<file path="src/rtl/regfile_pkg.sv">
`default_nettype none
// +----------------------------------------------------------------------+
// | regfile_pkg: ALU opcodes and display-slice helpers for param_regfile_top |
// | Revision: 1.0                                                        |
// +----------------------------------------------------------------------+
package regfile_pkg;

  typedef enum logic [3:0] {
    OP_AND = 4'b0000,
    OP_OR  = 4'b0001,
    OP_ADD = 4'b0010,
    OP_SUB = 4'b0110,
    OP_SLT = 4'b0111,
    OP_XOR = 4'b1101
  } alu_op_t;

  localparam int c_LED_W = 16;

  function automatic int slice_count(input int data_width);
    return data_width / c_LED_W;
  endfunction

  // A single-slice design still needs a 1-bit counter to keep the port legal.
  function automatic int slice_width(input int data_width);
    return (slice_count(data_width) > 1) ? $clog2(slice_count(data_width)) : 1;
  endfunction

endpackage
`default_nettype wire

</file>
<file path="src/rtl/button_oneshot.sv">
`default_nettype none
// +----------------------------------------------------------------------+
// | button_oneshot: 2-flop synchroniser plus rising-edge detector        |
// | Revision: 1.0                                                        |
// +----------------------------------------------------------------------+
module button_oneshot (
  input  logic clk,
  input  logic rst,
  input  logic i_btn,
  output logic o_pulse
);

  logic r_meta;
  logic r_sync;
  logic r_prev;

  always_ff @(posedge clk or posedge rst) begin
    if (rst) begin
      r_meta <= 1'b0;
      r_sync <= 1'b0;
      r_prev <= 1'b0;
    end else begin
      r_meta <= i_btn;
      r_sync <= r_meta;
      r_prev <= r_sync;
    end
  end

  assign o_pulse = r_sync & ~r_prev;

endmodule
`default_nettype wire

</file>
<file path="src/rtl/param_regfile_top.sv">
`default_nettype none
// +----------------------------------------------------------------------+
// | param_regfile_top: button-driven register file with ALU and LED view |
// | Revision: 1.0                                                        |
// +----------------------------------------------------------------------+
module param_regfile_top
  import regfile_pkg::*;
#(
  parameter int DATA_WIDTH = 32,
  parameter int NUM_REGS   = 32
) (
  input  logic        clk,
  input  logic        btnu,
  input  logic        btnl,
  input  logic        btnc,
  input  logic        btnd,
  input  logic [15:0] sw,
  output logic [15:0] led
);

  localparam int c_ADDR_W  = $clog2(NUM_REGS);
  localparam int c_SLICES  = slice_count(DATA_WIDTH);
  localparam int c_SLICE_W = slice_width(DATA_WIDTH);
  localparam logic [c_SLICE_W-1:0] c_LAST_SLICE = c_SLICE_W'(c_SLICES - 1);

  logic rst;
  assign rst = btnu;

  logic w_load;
  logic w_exec;
  logic w_next;

  button_oneshot u_load (.clk(clk), .rst(rst), .i_btn(btnl), .o_pulse(w_load));
  button_oneshot u_exec (.clk(clk), .rst(rst), .i_btn(btnc), .o_pulse(w_exec));
  button_oneshot u_next (.clk(clk), .rst(rst), .i_btn(btnd), .o_pulse(w_next));

  logic [c_ADDR_W-1:0]   r_rs1;
  logic [c_ADDR_W-1:0]   r_rs2;
  logic [c_ADDR_W-1:0]   r_rd;
  logic [DATA_WIDTH-1:0] r_regs [NUM_REGS];
  logic [DATA_WIDTH-1:0] r_read_a;
  logic [DATA_WIDTH-1:0] r_read_b;
  logic [c_SLICE_W-1:0]  r_slice;

  alu_op_t               w_op;
  logic                  w_slt;
  logic [DATA_WIDTH-1:0] w_alu;
  logic [DATA_WIDTH-1:0] w_imm;
  logic [DATA_WIDTH-1:0] w_wr_data;
  logic                  w_we;

  assign w_op  = alu_op_t'(sw[3:0]);
  assign w_slt = $signed(r_read_a) < $signed(r_read_b);
  assign w_imm = {{(DATA_WIDTH-15){sw[14]}}, sw[14:0]};

  always_comb begin
    w_alu = r_read_a + r_read_b;
    case (w_op)
      OP_AND:  w_alu = r_read_a & r_read_b;
      OP_OR:   w_alu = r_read_a | r_read_b;
      OP_ADD:  w_alu = r_read_a + r_read_b;
      OP_SUB:  w_alu = r_read_a - r_read_b;
      OP_SLT:  w_alu = {{(DATA_WIDTH-1){1'b0}}, w_slt};
      OP_XOR:  w_alu = r_read_a ^ r_read_b;
      default: w_alu = r_read_a + r_read_b;
    endcase
  end

  // The write uses the address registers as they stand before this edge,
  // so a simultaneous load cannot redirect it.
  assign w_wr_data = sw[15] ? w_imm : w_alu;
  assign w_we      = w_exec && (r_rd != '0);

  always_ff @(posedge clk or posedge rst) begin
    if (rst) begin
      r_rs1 <= '0;
      r_rs2 <= '0;
      r_rd  <= '0;
    end else if (w_load) begin
      r_rs1 <= sw[c_ADDR_W-1:0];
      r_rs2 <= sw[5 +: c_ADDR_W];
      r_rd  <= sw[10 +: c_ADDR_W];
    end
  end

  always_ff @(posedge clk or posedge rst) begin
    if (rst) begin
      for (int i = 0; i < NUM_REGS; i++) begin
        r_regs[i] <= '0;
      end
    end else if (w_we) begin
      r_regs[r_rd] <= w_wr_data;
    end
  end

  always_ff @(posedge clk or posedge rst) begin
    if (rst) begin
      r_read_a <= '0;
      r_read_b <= '0;
    end else begin
      r_read_a <= (w_we && (r_rd == r_rs1)) ? w_wr_data : r_regs[r_rs1];
      r_read_b <= (w_we && (r_rd == r_rs2)) ? w_wr_data : r_regs[r_rs2];
    end
  end

  always_ff @(posedge clk or posedge rst) begin
    if (rst) begin
      r_slice <= '0;
    end else if (w_load) begin
      r_slice <= '0;
    end else if (w_next) begin
      r_slice <= (r_slice == c_LAST_SLICE) ? '0 : r_slice + 1'b1;
    end
  end

  always_comb begin
    led = '0;
    for (int i = 0; i < c_SLICES; i++) begin
      if (r_slice == c_SLICE_W'(i)) begin
        led = r_read_a[c_LED_W*i +: c_LED_W];
      end
    end
  end

endmodule
`default_nettype wire

</file>
<file path="config.mk">
export PLATFORM = sky130hd
export DESIGN_NAME = param_regfile_top
export DESIGN_NICKNAME = d
export VERILOG_FILES = /design/src/rtl/regfile_pkg.sv /design/src/rtl/button_oneshot.sv /design/src/rtl/param_regfile_top.sv
export SDC_FILE = /design/constraint.sdc
export NUM_CORES = 2
export LEC_CHECK = 0
export ABC_AREA = 1
export CAP_MARGIN = 20
export CORE_MARGIN = 2
export CORE_UTILIZATION = 50
export CTS_CLUSTER_DIAMETER = 150
export DETAILED_ROUTE_END_ITERATION = 6
export HOLD_SLACK_MARGIN = 0.06
export PLACE_DENSITY = 0.65
export SLEW_MARGIN = 30
export SYNTH_ARGS = -nofsm -noshare
export SYNTH_HDL_FRONTEND = slang
export SYNTH_SLANG_ARGS = --single-unit
</file>
<file path="constraint.sdc">
create_clock -name clk -period 52 [get_ports clk]
set_input_delay 10.4 -clock clk [delete_from_list [all_inputs] [get_ports clk]]
set_output_delay 10.4 -clock clk [all_outputs]
set_load 0.005 [all_outputs]
</file>
== After elaboration in Yosys (flattened, before gate mapping) ==
Index checks and enable logic that the tools add are counted.
Operators by class
  add/subtract/negate cells: 3
  multipliers: 0
  divide/modulo/power cells: 0
  order comparisons: 5
  equal/unequal tests: 6
  shifts and indexed selects: 0
  mux-type cells: 17
  bitwise operators: 12
  reductions and logical operators: 7
Operator list (number)
  1024-bit bitwise mux: 1
  32-bit binary-select mux with 5-bit select: 2
  32-bit 2-to-1 mux: 8
  32-bit demux with 5-bit select: 1
  32-bit one-hot mux with 5 select lines: 1
  32-bit adder: 1
  32-bit bitwise AND: 1
  32-bit less-than comparator: 1
  32-bit OR: 1
  32-bit subtractor: 1
  32-bit bitwise XOR: 1
  6-bit greater-or-equal comparator (second input constant): 3
  5-bit NOT with 6-bit output: 3
  16-bit 2-to-1 mux: 1
  5-bit == test: 2
  4-bit by 3-bit == test with 1-bit output (second input constant): 2
  6-bit by 1-bit less-than comparator with 1-bit output (second input constant): 1
  5-bit nonzero test: 1
  4-bit by 1-bit == test with 1-bit output (second input constant): 1
  4-bit == test (second input constant): 1
  1-bit logical AND: 4
  4-bit zero test: 1
  1-bit bitwise AND: 3
  1-bit 2-to-1 mux: 3
  3 further kinds: 5
Word-level totals
  bits in registers: 1113
  latch bits: 0
  memory bits (writable): 0
  memory bits (read-only): 0
  memories kept: 0

== Depth between registers and ports, before layout ==
  depth after elaboration: 6
  mapped depth: 22
  depth with buffers taken out: 20

== Hierarchy ==
Synthesis repeated with hierarchy kept, for this count alone.
Second synthesis, totals
  cell total of the unflattened synthesis: 9429
  area, all modules: 66301.1 um^2
By module, submodules not included
  param_regfile_top: times used 1, cells each 9411, area each 66034.6 um^2
  button_oneshot: times used 3, cells each 6, area each 88.8 um^2

== Worst setup path after synthesis ==
No wires, ideal clock.
  path kind: input to register
  from: in sw[0]
  to: reg r_regs[612] in the netlist's numbering
  library setup time: 0.132 ns
  arrival time: 11.655 ns
  required time: 51.868 ns
  path slack: 40.213 ns
  stages on the path: 10
  buffers on the path: 2
  cells stage by stage: inv_2 -> nor2_1 -> nand3_1 -> clkbuf_1 -> nand2_1 -> o211ai_1 -> nand4_1 -> o21ai_2 -> clkbuf_1 -> o21ai_1
Between the ends
  word-level cells in the longest chain between the ends: 4
  elaborated cells on any way between the ends: 8
  classes of those cells: eq/ne: 4; mux: 3; reduce/logical: 1
Ends and longest elaborated chain
  start: declaration: line param_regfile_top.sv:17  | input logic [15:0] sw,
  4-bit == test, or another cell as far along: line param_regfile_top.sv:58  | case (w_op)
  32-bit one-hot mux with 5 select lines (*): line param_regfile_top.sv:58
  32-bit 2-to-1 mux (*): line param_regfile_top.sv:71  | assign w_wr_data = sw[15] ? w_imm : w_alu;
  1024-bit bitwise mux (*): line param_regfile_top.sv:92  | r_regs[r_rd] <= w_wr_data;
  end signal: indexed assignment: line param_regfile_top.sv:92
  end: declaration: line param_regfile_top.sv:40  | logic [DATA_WIDTH-1:0] r_regs [NUM_REGS];
Every way passes the cells marked *; elsewhere a longest branch is shown, timed or not.
A chain may end at the register's enable or synchronous reset.

== Final worst setup path ==
  from: in sw[0]
  to: reg r_regs[207] in the netlist's numbering
The elaborated chain is that of the path after synthesis.

==> results.sh <==
export IMPL_cp_required_ns=52.68
export IMPL_core_sq_um=131300
export IMPL_worstSetupEndpointType="flip-flop"
export IMPL_cp_cell_sequence="clkdlybuf4s50_1, inv_2, nor2_1, nand3_1, inv_2, nor3_4, buf_4, inv_2, a21oi_1, o21ai_0, nand3_2, nand2_1, nand2_1, o21ai_0"
export IMPL_critPathKind="in2reg"
export IMPL_rr_startpoint="r_rs1[0]"
export IMPL_cts_num_sinks=1113
export IMPL_r2r_end="r_read_a[29]"
export IMPL_ys_seq_elements=1113
export IMPL_slew_violations=0
export IMPL_cts_root_buf="clkbuf_16"
export IMPL_synthCells=9394
export IMPL_io_buffers=36
export IMPL_power_uw=3890
export IMPL_finalSetupViolCount=0
export IMPL_initial_core_util_pct=50.27
export IMPL_post_route_cells_drive_above_1_share_pct=5.273
export IMPL_grt_antenna_before_repair=5
export IMPL_synth_seq_area_share_pct=42.19
export IMPL_drtIter0Drc=11270
export IMPL_firstDrtPassIters=7
export IMPL_crit_arrival_ns=14.75
export IMPL_yosysTopAreaCell="dfrtp_1"
export IMPL_period_minus_slack_ns=14.07
export IMPL_synthTopCellsByArea="dfrtp_1, nand2_1, o21ai_0"
export IMPL_setup_slack_ns=37.93
export IMPL_cts_buffers=131
export IMPL_drv_cap=0
export IMPL_grt_max_degree=175
export IMPL_drt_drc_violations_left=10
export IMPL_die_x_um=367.3
export IMPL_max_slew_margin_pct=26.32
export IMPL_n_fill_cell=12760
export IMPL_dpl_cell_area_sq_um=66530
export IMPL_start_kind="primary input"
export IMPL_hold_buffers=0
export IMPL_area_growth_pct=7.303
export IMPL_ys_warn_count=0
export IMPL_hold_viol_final=0
export IMPL_power_leakage_uw=0.03236
export IMPL_cts_max_path_buffers=3
export IMPL_cts_htree_levels=4
export IMPL_grt_usage_pct=41.73
export IMPL_num_vias=69100
export IMPL_synth_distinct_cells=51
export IMPL_min_path_type="reg2reg"
export IMPL_syn_num_nets=9513
export IMPL_overflow=0
export IMPL_detail_route_vias_per_cell=6.439
export IMPL_final_cell_area_sq_um=70830
export IMPL_timing_fmax_mhz=71.09
export IMPL_fin_skew_ns=0.03663
export IMPL_ff2ff_setup_slack_ns=46.91
export IMPL_dp_hpwl_mm=170.3
export IMPL_cts_setup_buffers=0
export IMPL_finalSetupTns_ns=0
export IMPL_crit_top_cell="inv_2"
export IMPL_gp_congestion=1.002
export IMPL_violations="DRC"
export IMPL_antenna_left=0
export IMPL_worst_slew_pin_slew_ns=1.105
export IMPL_synth_top_area_share_pct=42.19
export IMPL_ir_worst_vdd_v=0.00003019
export IMPL_status="finished with violations"
export IMPL_synth_ff_type="dfrtp_1"
export IMPL_yosysMostFrequentCell="nand2_1"
export IMPL_die_y_um=367.3
export IMPL_min_path_cells=0
export IMPL_placementRows=133
export IMPL_synthArstFlopShare_pct=100.0
export IMPL_cts_tree="built"
export IMPL_slowest_stage="nand2_1"
export IMPL_wl_per_cell_um=26.85
export IMPL_min_to="u_exec.r_sync"
export IMPL_post_cts_resized=0
export IMPL_syn_area_sq_um=66010
export IMPL_wl_mm=288.1
export IMPL_holdCritStartpoint="u_exec.r_meta"
export IMPL_clkTransAtPathRegs_ns=0.06
export IMPL_grt_first_pass_wirelength_mm=425.3
export IMPL_pin_count=37
export IMPL_cp_max_fo=29
export IMPL_cp_slowest_stage_delay_ns=0.79
export IMPL_finalCritPeriodShare_pct=27.05
export IMPL_syn_avg_cell_area_sq_um=7.027
export IMPL_ff2ff_path_depth=10
export IMPL_rsz0062_at_grt="false"
export IMPL_synth_common_cells="nand2_1, o21ai_0, dfrtp_1, nor2_1, clkbuf_1"
export IMPL_grt_pass1_vias=64960
export IMPL_place_worst_setup_slack_ns=37.12
export IMPL_synth_edff_count=0
export IMPL_powerDensity_nw_per_um2=54.92
export IMPL_clk_latency_ns=0.78
export IMPL_final_nets=8994
export IMPL_dieArea_sq_um=134900
[routing by layer]
| metal | GRT usage (%) | part of all wire [%] |
|---|---|---|
| met1 | 54.93 | 38 |
| met5 | 0 | 0.021 |
| met4 | 23.27 | 6.0 |
| met3 | 12.75 | 14 |
| met2 | 61.09 | 43 |
[cells in the final DEF (no fill, tap or decap), types with 9 or more instances in the layout]
cell / instances
a211oi_1: 11
a21oi_1: 355
a221oi_1: 10
a31oi_1: 87
buf_12: 9
buf_4: 138
clkbuf_1: 32
clkbuf_16: 137
clkbuf_8: 21
clkdlybuf4s50_1: 36
clkinv_2: 24
dfrtp_1: 1103
ha_1: 96
inv_1: 484
inv_2: 23
nand2_1: 2659
nand2_2: 24
nand3_1: 526
nand4_1: 17
nor2_1: 1000
nor2_4: 26
nor3_1: 15
o211ai_1: 58
o21ai_0: 1440
o21ai_1: 124
o221ai_1: 273
o22ai_1: 121
xor2_1: 11
[critical path, delay by kind of cell]
kind | cells | cell delay, ns
AOI/OAI and AO/OA | 3 | 0.31
buffers and inverters | 5 | 1.95
and+or+nand+nor | 6 | 2.02
[final cells by class]
| class | instances | area (sq um) | area share [%] |
|---|---|---|---|
| timing repair buffer | 185 | 1599 | 2.258 |
| clock buffer | 190 | 3837 | 5.418 |
| multi-input combinational | 6923 | 32850 | 46.38 |
| tap | 1755 | 2196 | 3.100 |
| clock inverter | 39 | 439.2 | 0.6200 |
| antenna | 5 | 12.51 | 0.01767 |
| sequential | 1113 | 27880 | 39.36 |
| inverter | 521 | 2012 | 2.841 |
[how the worst max path moves through the flow]
stage	from	to	slack, ns
after floorplan	btnu	r_rd[0]	10.26
after global placement	btnu	r_regs[157]	37.14
after detailed placement	btnu	r_regs[23]	37.12
after CTS	btnu	r_regs[123]	37.96
after global routing	btnu	r_regs[315]	37.43
final	sw[0]	r_regs[207]	37.93
[where the power goes]
part           switching, uW  internal, uW  leakage, uW
combinational           1060           454       0.0185
sequential               259          1170       0.0117
clock                    387           551      0.00211
total                   1710          2180       0.0324
[cell families (layout without fill, tap and decap cells)]
kind of cell / count (synthesis) / count (layout) / synth area share [%]
xor gates and xnor gates: 11 / 11 / 0.1460
and+or+nand+nor: 4300 / 4300 / 25.85
DFF: 1113 / 1113 / 42.19
adders and majority gates: 98 / 98 / 1.880
AOI/OAI and AO/OA: 2512 / 2512 / 21.49
muxes: 2 / 2 / 0.03033
other: 0 / 5 / 0
buffers and inverters: 1358 / 935 / 8.405
[state kept, by name, indices dropped and copies added (netlist names), 5 cells and up]
signal,flops
r_regs,1024
r_rd,5
r_read_a,32
r_read_b,32
r_rs1,5
r_rs2,5
[through the flow]
step	std cells	util (%)	hold slack, ns
finish	10730	53.95	0.3513
global route	10730	53.94	0.3658
CTS	10730	53.93	0.3524
detailed placement	10500	50.67	0.3396
global placement	10500	50.67	0.3362
floorplan	9394	-	0.3312
No activity file was read; power rests on OpenSTA's default activity.
